==> src/rtl/motion_pkg.sv <==
// Shared encodings for the motion sequencer:
// FSM states, register addresses, CTRL/STATUS bits.
package motion_pkg;

  typedef enum logic [2:0] {
    S_IDLE  = 3'd0,
    S_LOAD  = 3'd1,
    S_ARM   = 3'd2,
    S_RUN   = 3'd3,
    S_STOP  = 3'd4,
    S_DWELL = 3'd5,
    S_DONE  = 3'd6
  } state_e;

  localparam logic [15:0] REG_CTRL    = 16'h0000;
  localparam logic [15:0] REG_STEPSLO = 16'h0001;
  localparam logic [15:0] REG_STEPSHI = 16'h0002;
  localparam logic [15:0] REG_LEGS    = 16'h0003;
  localparam logic [15:0] REG_DWELL   = 16'h0004;
  localparam logic [15:0] REG_STATUS  = 16'h0005;
  localparam logic [15:0] REG_LEGCNT  = 16'h0006;
  localparam logic [15:0] REG_STATE   = 16'h0007;

  localparam int CTRL_START   = 0;
  localparam int CTRL_ABORT   = 1;
  localparam int CTRL_DIR0    = 2;
  localparam int CTRL_AUTOREV = 3;

  localparam int ST_BUSY    = 0;
  localparam int ST_DONE    = 1;
  localparam int ST_ABORTED = 2;
  localparam int ST_TIMEOUT = 3;
  localparam int ST_CFGERR  = 4;
  localparam int ST_DIR     = 5;

endpackage

==> src/rtl/mseq_regfile.sv <==
// Register bus decode, move configuration,
// sticky status flags and read mux.
module mseq_regfile
  import motion_pkg::*;
(
  input  logic        clk,
  input  logic        rst_n,
  input  logic [15:0] addr_i,
  input  logic        cs_i,
  input  logic        rd_i,
  input  logic        wr_i,
  input  logic [7:0]  data_i,
  output logic [7:0]  data_o,
  input  logic        busy_i,
  input  logic        dir_i,
  input  logic [7:0]  leg_cnt_i,
  input  logic [2:0]  state_i,
  input  logic        set_done_i,
  input  logic        set_abort_i,
  input  logic        set_timeout_i,
  input  logic        set_cfgerr_i,
  input  logic        clr_status_i,
  output logic        start_o,
  output logic        abort_o,
  output logic        dir0_o,
  output logic        auto_rev_o,
  output logic [15:0] steps_o,
  output logic [7:0]  legs_o,
  output logic [7:0]  dwell_o
);

  logic [7:0] steps_lo_q, steps_hi_q;
  logic [7:0] legs_q, dwell_q;
  logic       dir0_q, auto_rev_q;
  logic       done_q, aborted_q;
  logic       timeout_q, cfgerr_q;
  logic       wr_en, cfg_wr, ctrl_wr;

  assign wr_en   = cs_i && wr_i;
  assign cfg_wr  = wr_en && !busy_i;
  assign ctrl_wr = wr_en && (addr_i == REG_CTRL);

  assign start_o = ctrl_wr && data_i[CTRL_START];
  assign abort_o = ctrl_wr && data_i[CTRL_ABORT];

  // The START write may carry DIR0, so expose it on that same edge.
  assign dir0_o = (ctrl_wr && !busy_i) ? data_i[CTRL_DIR0] : dir0_q;
  assign auto_rev_o = auto_rev_q;
  assign steps_o    = {steps_hi_q, steps_lo_q};
  assign legs_o     = legs_q;
  assign dwell_o    = dwell_q;

  always_ff @(posedge clk) begin
    if (!rst_n) begin
      steps_lo_q <= 8'h00;
      steps_hi_q <= 8'h00;
      legs_q     <= 8'h00;
      dwell_q    <= 8'h00;
      dir0_q     <= 1'b0;
      auto_rev_q <= 1'b0;
      done_q     <= 1'b0;
      aborted_q  <= 1'b0;
      timeout_q  <= 1'b0;
      cfgerr_q   <= 1'b0;
    end else begin
      if (cfg_wr) begin
        case (addr_i)
          REG_CTRL: begin
            dir0_q     <= data_i[CTRL_DIR0];
            auto_rev_q <= data_i[CTRL_AUTOREV];
          end
          REG_STEPSLO: steps_lo_q <= data_i;
          REG_STEPSHI: steps_hi_q <= data_i;
          REG_LEGS:    legs_q     <= data_i;
          REG_DWELL:   dwell_q    <= data_i;
          default: ;
        endcase
      end
      done_q    <= (done_q & ~clr_status_i) | set_done_i;
      aborted_q <= (aborted_q & ~clr_status_i) | set_abort_i;
      timeout_q <= (timeout_q & ~clr_status_i) | set_timeout_i;
      cfgerr_q  <= (cfgerr_q & ~clr_status_i) | set_cfgerr_i;
    end
  end

  always_comb begin
    data_o = 8'h00;
    if (cs_i && rd_i) begin
      case (addr_i)
        REG_STEPSLO: data_o = steps_lo_q;
        REG_STEPSHI: data_o = steps_hi_q;
        REG_LEGS:    data_o = legs_q;
        REG_DWELL:   data_o = dwell_q;
        REG_STATUS:  data_o = {2'b00, dir_i, cfgerr_q, timeout_q,
                               aborted_q, done_q, busy_i};
        REG_LEGCNT:  data_o = leg_cnt_i;
        REG_STATE:   data_o = {5'd0, state_i};
        default:     data_o = 8'h00;
      endcase
    end
  end

endmodule

==> src/rtl/motion_sequencer.sv <==
// Multi-leg move sequencer: drives motor enable/direction and
// the step counter limit, with dwell, auto-reverse and timeout.
module motion_sequencer
  import motion_pkg::*;
#(
  parameter logic [23:0] TIMEOUT_CYCLES = 24'd1_000_000,
  parameter logic [15:0] DWELL_UNIT     = 16'd100
) (
  input  logic        clk,
  input  logic        rst_n,
  input  logic [15:0] addr,
  input  logic        cs,
  input  logic        rd,
  input  logic        wr,
  input  logic [7:0]  data_in,
  output logic [7:0]  data_out,
  output logic        enable,
  output logic        motor_dir,
  output logic [15:0] limit_out,
  output logic        load_limit,
  input  logic        done_in,
  output logic        busy,
  output logic        seq_done
);

  state_e      state_q;
  logic        enable_q, dir_q, load_q, seq_done_q;
  logic [15:0] limit_q;
  logic [7:0]  leg_cnt_q;
  logic [23:0] run_tmr_q, dwell_tmr_q;

  logic        start, abort, dir0, auto_rev;
  logic [15:0] steps;
  logic [7:0]  legs, dwell;
  logic [2:0]  state_code;
  logic [23:0] dwell_total;
  logic        cfg_ok, idle, run_timeout, abort_hit;

  assign idle        = (state_q == S_IDLE);
  assign cfg_ok      = (steps != 16'd0) && (legs != 8'd0);
  assign abort_hit   = abort && !idle;
  assign run_timeout = (run_tmr_q >= TIMEOUT_CYCLES - 24'd1);
  assign dwell_total = {16'd0, dwell} * {8'd0, DWELL_UNIT};
  assign state_code  = state_q;

  assign busy       = !idle;
  assign enable     = enable_q;
  assign motor_dir  = dir_q;
  assign limit_out  = limit_q;
  assign load_limit = load_q;
  assign seq_done   = seq_done_q;

  mseq_regfile u_regs (
    .clk           (clk),
    .rst_n         (rst_n),
    .addr_i        (addr),
    .cs_i          (cs),
    .rd_i          (rd),
    .wr_i          (wr),
    .data_i        (data_in),
    .data_o        (data_out),
    .busy_i        (busy),
    .dir_i         (dir_q),
    .leg_cnt_i     (leg_cnt_q),
    .state_i       (state_code),
    .set_done_i    (!abort_hit && state_q == S_DONE),
    .set_abort_i   (abort_hit),
    .set_timeout_i (!abort_hit && state_q == S_RUN
                    && !done_in && run_timeout),
    .set_cfgerr_i  (start && idle && !cfg_ok),
    .clr_status_i  (start && idle),
    .start_o       (start),
    .abort_o       (abort),
    .dir0_o        (dir0),
    .auto_rev_o    (auto_rev),
    .steps_o       (steps),
    .legs_o        (legs),
    .dwell_o       (dwell)
  );

  always_ff @(posedge clk) begin
    if (!rst_n) begin
      state_q     <= S_IDLE;
      enable_q    <= 1'b0;
      dir_q       <= 1'b0;
      load_q      <= 1'b0;
      seq_done_q  <= 1'b0;
      limit_q     <= 16'd0;
      leg_cnt_q   <= 8'd0;
      run_tmr_q   <= 24'd0;
      dwell_tmr_q <= 24'd0;
    end else begin
      load_q     <= 1'b0;
      seq_done_q <= 1'b0;
      if (abort_hit) begin
        state_q  <= S_IDLE;
        enable_q <= 1'b0;
      end else begin
        unique case (state_q)
          S_IDLE: begin
            if (start && cfg_ok) begin
              state_q   <= S_LOAD;
              leg_cnt_q <= 8'd0;
              dir_q     <= dir0;
              limit_q   <= steps;
              load_q    <= 1'b1;
            end
          end
          S_LOAD: state_q <= S_ARM;
          // Hold off until the counter has dropped a stale done.
          S_ARM: begin
            if (!done_in) begin
              state_q   <= S_RUN;
              enable_q  <= 1'b1;
              run_tmr_q <= 24'd0;
            end
          end
          S_RUN: begin
            if (done_in) begin
              state_q  <= S_STOP;
              enable_q <= 1'b0;
            end else if (run_timeout) begin
              state_q  <= S_IDLE;
              enable_q <= 1'b0;
            end else if (run_tmr_q != 24'hFF_FFFF) begin
              run_tmr_q <= run_tmr_q + 24'd1;
            end
          end
          S_STOP: begin
            leg_cnt_q <= leg_cnt_q + 8'd1;
            if (auto_rev) dir_q <= ~dir_q;
            if (leg_cnt_q + 8'd1 == legs) begin
              state_q    <= S_DONE;
              seq_done_q <= 1'b1;
            end else if (dwell == 8'd0) begin
              state_q <= S_LOAD;
              limit_q <= steps;
              load_q  <= 1'b1;
            end else begin
              state_q     <= S_DWELL;
              dwell_tmr_q <= 24'd0;
            end
          end
          S_DWELL: begin
            if (dwell_tmr_q >= dwell_total - 24'd1) begin
              state_q <= S_LOAD;
              limit_q <= steps;
              load_q  <= 1'b1;
            end else begin
              dwell_tmr_q <= dwell_tmr_q + 24'd1;
            end
          end
          S_DONE: state_q <= S_IDLE;
          default: state_q <= S_IDLE;
        endcase
      end
    end
  end

endmodule

==> config.mk <==
export PLATFORM = sky130hd
export DESIGN_NAME = motion_sequencer
export DESIGN_NICKNAME = d
export VERILOG_FILES = /design/src/rtl/motion_pkg.sv /design/src/rtl/mseq_regfile.sv /design/src/rtl/motion_sequencer.sv
export SDC_FILE = /design/constraint.sdc
export NUM_CORES = 1
export LEC_CHECK = 0
export CORE_UTILIZATION = 40
export CTS_BUF_LIST = sky130_fd_sc_hd__clkbuf_2
export DETAILED_ROUTE_END_ITERATION = 16
export GPL_TIMING_DRIVEN = 0
export SYNTH_ARGS = -nofsm -noshare
export SYNTH_HDL_FRONTEND = slang
export SYNTH_SLANG_ARGS = --single-unit
export TNS_END_PERCENT = 20
==> constraint.sdc <==
create_clock -name clk -period 17.1 [get_ports clk]
set_input_delay 3.42 -clock clk [delete_from_list [all_inputs] [get_ports clk]]
set_output_delay 3.42 -clock clk [all_outputs]
set_load 0.02 [all_outputs]
# ---- Yosys cells after proc, flatten, opt, wreduce, memory -nomap -nowiden
# Index checks and enable logic that the tools add are counted.
dict set report word_totals {
  out_inout_bits 29
  inputBits 30
  reg_bits 117
}
dict set report classes {
  eq_ne 27
  n_reduce_logical 43
  n_addsub 4
  order_cmp 2
  mul 1
  n_bitwise 13
  muxes 40
}
# op n
set ops {}
lappend ops {{2-to-1 mux 24 bit} 7}
lappend ops {{case mux 24 bit (2 select lines)} 2}
lappend ops {{equality test 16 x 3 -> 1 bit (second input constant)} 4}
lappend ops {{2-to-1 mux 16 bit} 4}
lappend ops {{case mux 8 bit (7 select lines)} 1}
lappend ops {{adder 24 x 1 -> 24 bit (second input constant)} 2}
lappend ops {{case mux 16 bit (3 select lines)} 1}
lappend ops {{equality test 16 x 2 -> 1 bit (second input constant)} 2}
lappend ops {{greater-or-equal comparator 24 x 20 -> 1 bit (second input constant)} 1}
lappend ops {{greater-or-equal comparator 24 bit} 1}
lappend ops {{inequality test 24 bit (second input constant)} 1}
lappend ops {{2-to-1 mux 3 bit} 7}
lappend ops {{case mux 3 bit (6 select lines)} 1}
lappend ops {{equality test 16 x 1 -> 1 bit (second input constant)} 1}
lappend ops {{logical AND 1 bit} 16}
lappend ops {{logical NOT 16 bit} 1}
lappend ops {{2-to-1 mux 8 bit} 2}
lappend ops {{inequality test 2 bit (second input constant)} 8}
lappend ops {{case mux 8 bit (2 select lines)} 1}
lappend ops {{nonzero test 16 bit} 1}
lappend ops {{subtractor 15 x 1 -> 16 bit (second input constant)} 1}
lappend ops {{multiplier 8 x 5 -> 13 bit (second input constant)} 1}
lappend ops {{AND reduction 6 bit} 2}
lappend ops {{2-to-1 mux 1 bit} 11}
lappend ops {{other kinds (24)} 51}

# ---- Logic depth before layout (Yosys ltp)
dict set report logic_depth {
  ltp_word 9
  depth_mapped 24
}

# ---- Cells and area by module
# A second synthesis with hierarchy kept.
dict set report hier_totals {
  hier_cells 905
  hier_area_um2 7683.6
}
# mod seq_area_each_um2 n_inst area_per_inst_um2 cells_each
set by_module_without_submodules {}
lappend by_module_without_submodules {motion_sequencer 1581.5 1 5477.8 665}
lappend by_module_without_submodules {mseq_regfile 760.7 1 2205.9 240}

# ---- Worst setup path after synthesis
# No wires, ideal clock.
dict set report synth_path {
  path_type {input-to-output}
  start {in addr[9]}
  end {out data_out[1]}
  cell_stages 6
  t_arrival_ns 5.487
  setup_slack_ns 8.193
  t_required_ns 13.680
  cell_sequence {nor4_1 -> nand2_1 -> nor4_1 -> clkbuf_1 -> a222oi_1 -> a31oi_1}
}
dict set report synth_via {
  elab_chain_cells 3
  elab_cells_between_ends 9
  cone_classes {eq/ne: 7; mux: 2}
}
# element line
set synth_lines {}
lappend synth_lines {{start: declaration} motion_sequencer.sv:11} ;# input logic [15:0] addr,
lappend synth_lines {{equality test 16 x 3 -> 1 bit, or another cell as far along} mseq_regfile.sv:89} ;# case (addr_i)
lappend synth_lines {{case mux 8 bit (7 select lines) *} mseq_regfile.sv:89}
lappend synth_lines {{2-to-1 mux 8 bit *} mseq_regfile.sv:88} ;# if (cs_i && rd_i) begin
lappend synth_lines {{end: declaration} motion_sequencer.sv:16} ;# output logic [7:0] data_out,
# Every way passes the cells marked *; elsewhere a longest branch is shown, timed or not.

# ---- Worst setup path after layout
dict set report layout_path {
  start {in addr[7]}
  end {out data_out[1]}
}
# Same word-level chain as after synthesis.

==> reports/summary.txt <==
Status - finished with violations
Failing checks - max-capacitance violations
Setup Skew - 57.21 ps
Synthesized instance count - 906
Setup crit end kind - output pin
Simple-gate area share of the yosys netlist - 0.2597
Worst EP required - 13680 ps
Main flop type after synthesis - dfxtp_1
GP Congestion - 0.8490
Post-synth EDFFs - 0
Vias/cell - 5.633
Flops & latches, synth - 117
Crit-path max cell delay - 1150 ps
Yosys warns - 0
Class of the worst hold path - reg -> reg
LEAKAGE - 3.188 nW
Wire per inst - 16.77 um
Clock Sinks - 117
Initial DRC Count - 617
DPL Wire Length - 15460 um
IO buf count - 58
PostCTS Resize Cnt - 0
Slowest CP cell - nor4_1
Min cycle time layout - 10580 ps
Longest Clk Path Bufs - 2
Min Hold Slack - 470.5 ps
Worst EP arrival - 7160 ps
Rel. slew slack - 0.0007345
Cell mode on critical path - clkdlybuf4s50_1
Initial antenna violation count - 1
Ports - 59
CP Cell Sequence - clkdlybuf4s50_1 > nor2_1 > nor4b_1 > nand2_1 > nor4_1 > a222oi_1 > a31oi_1 > clkdlybuf4s50_1
Antenna violation net count after detailed routing - 0
Final setup violation count - 0
Pin count of the biggest net entering global routing - 17
H-Tree Depth - 4
Die H - 137.5 um
Reg2reg end - dwell_tmr_q[16]$_SDFFE_PN0P_
Total track usage - 0.2314
Share of cells above drive strength 1 - 0.06219
Worst Hold Depth - 2
Max VDD drop - 0.00003990 V
Die area - 18910 um^2
Hold Path End - run_tmr_q[21]$_SDFFE_PN0P_
Final period utilization - 0.6187
WS Path Type - in -> out
Clock tree root driver cell - clkbuf_2
Vias - 6912
Slew @ Worst Pin - 1485 ps
Fillers - 1865
Core area - 17960 um^2
Slew Limit Fails - 0
First-pass DRT Iterations - 5
PD cells - 67.60 nW/um^2
Chip width - 137.5 um
Max Freq - 94.52 MHz
Worst R2R Path Depth - 20
Maxcap violations - 1
Total CTS buffers - 17
Post-synthesis mux area share - 0.02895
CP Launch Type - input pin
Async set-reset flop share out of synthesis - 0
NumNets Final - 1078
TNS Setup - 0 ps
First-pass GRT wire length - 33790 um
Xor-xnor portion of the synthesized cell area - 0.05126
CTS tree - built
Initial Util - 0.4090
Clock slew seen by the registers of the worst setup and hold paths - 210 ps
Vias in the first global route - 6659
Clock latency on the worst-skew pair - 750 ps
Compound-Gate Fraction of Synth Area - 0.1882
CTS Hold Bufs - 0
Flop2flop setup slack - 10340 ps
Maximum fanout along the worst path - 8
Area delta synth->final - 15.31%
Total grt overflow - 0
FF-to-FF Start - u_regs.dwell_o[2]$_SDFFE_PN0P_
Hold Fails Final Rpt - 0
Setup Fix Bufs, Post-CTS - 0
Synthesized area - 7347 um^2
Synthesized-area fraction occupied by adder cells - 0.1121
Sequential share of the synthesized area - 0.3188
Mapped Nets - 1000
Largest family of logic cells by synthesized area - simple AND/OR/NAND/NOR gates
Rows - 49
Remaining DRCs - 0
HP Start - run_tmr_q[21]$_SDFFE_PN0P_
Syn avg cell area - 8.109 um^2
Total wire length - 20580 um
RSZ-0062 raised after global routing - false
Distinct cells, synth - 74
## stage by stage
stage	total power [mW]	util	area, um^2	std cells	worst slack [ps]
global route	0.5996	0.4716	8472	1227	6479
floorplan	0.3483	-	7347	906	8193
CTS	0.5780	0.4712	8464	1225	6474
finish	0.5727	0.4716	8472	1227	6520
global placement	0.3816	0.4573	8214	1193	6441
detailed placement	0.3814	0.4573	8214	1193	6498
## cell families (layout without fill, tap and decap cells)
logic type,after synthesis,after routing
xor+xnor,43,43
fa+ha+maj,64,64
mux,21,21
flops,117,117
other cells,0,1
compound gates,195,195
simple gates,393,393
buf+inv,73,164
## registers in the layout (all words and copies together) (netlist names), 3 cells and up, named ones only
signal             cells
dwell_tmr_q           24
leg_cnt_q              8
limit_out             16
run_tmr_q             24
state_code             3
u_regs.dwell_o         8
u_regs.legs_o          8
u_regs.steps_hi_q      8
u_regs.steps_lo_q      8
## worst max path at each step
| stage | startpoint | end |
|---|---|---|
| finish | addr[7] | data_out[1] |
| global route | addr[7] | data_out[1] |
| CTS | addr[1] | data_out[1] |
| detailed placement | addr[1] | data_out[1] |
| global placement | addr[1] | data_out[1] |
| floorplan | addr[9] | data_out[1] |
## routing by layer
layer	vias to the layer above	routed length [um]	GRT usage
li1	3473	-	-
met3	31	991	0.04525
met2	204	9132	0.3624
met4	0	515	0.09402
met1	3204	9942	0.3097
met5	-	0	0
## cells in the final DEF, fill, tap and decap left out, types with 7 or more instances in the layout
cell	netlist	routed
and3_1	14	14
clkbuf_2	0	17
a21oi_1	64	64
nor4_1	21	21
or3_1	10	10
nand2_1	141	141
a21o_1	8	8
o221a_1	9	9
inv_1	26	26
a31oi_1	11	11
nand3_1	58	58
ha_1	61	61
a21boi_0	7	7
mux2i_1	19	19
xor2_1	24	24
clkbuf_1	36	36
a22oi_1	9	9
and2_1	11	11
nand4_1	20	20
xnor2_1	19	19
o21ai_0	16	16
a222oi_1	11	11
nor3_1	24	24
nor2_1	61	61
inv_6	0	9
clkdlybuf4s50_1	0	58
o21a_1	9	9
dfxtp_1	117	117
## layout make-up
type	count	area, um^2	share of cell area
tap	229	286.5	0.03382
antenna	1	2.502	0.0002954
buffer	44	192.7	0.02274
multi-input combinational	716	4703	0.5552
clock buffer	17	85.08	0.01004
inverter	29	108.9	0.01285
sequential	117	2342	0.2765
timing repair buffer	59	585.6	0.06912
clock inverter	15	165.2	0.01949
## cell usage after synthesis, types with 20 or more instances
library cell  count  area share
a21oi_1          64       0.044
nand3_1          58       0.040
nor4_1           21       0.018
clkbuf_1         36       0.018
nand2_1         141       0.072
nand4_1          20       0.017
nor2_1           61       0.031
inv_1            26       0.013
dfxtp_1         117        0.32
ha_1             61        0.10
xor2_1           24       0.029
nor3_1           24       0.016
## where the power goes
group | total (mW) | switching (mW) | internal (mW)
logic | 0.0966 | 0.0600 | 0.0365
clock network | 0.197 | 0.125 | 0.0711
registers | 0.280 | 0.00344 | 0.276
## critical path: cells and delay by family
kind	cells	cell delay [ps]
AND/OR/NAND/NOR	4	2000
buffers and inverters	2	1070
AO/OA/AOI/OAI	2	660
(Power assumes the default switching activity.)
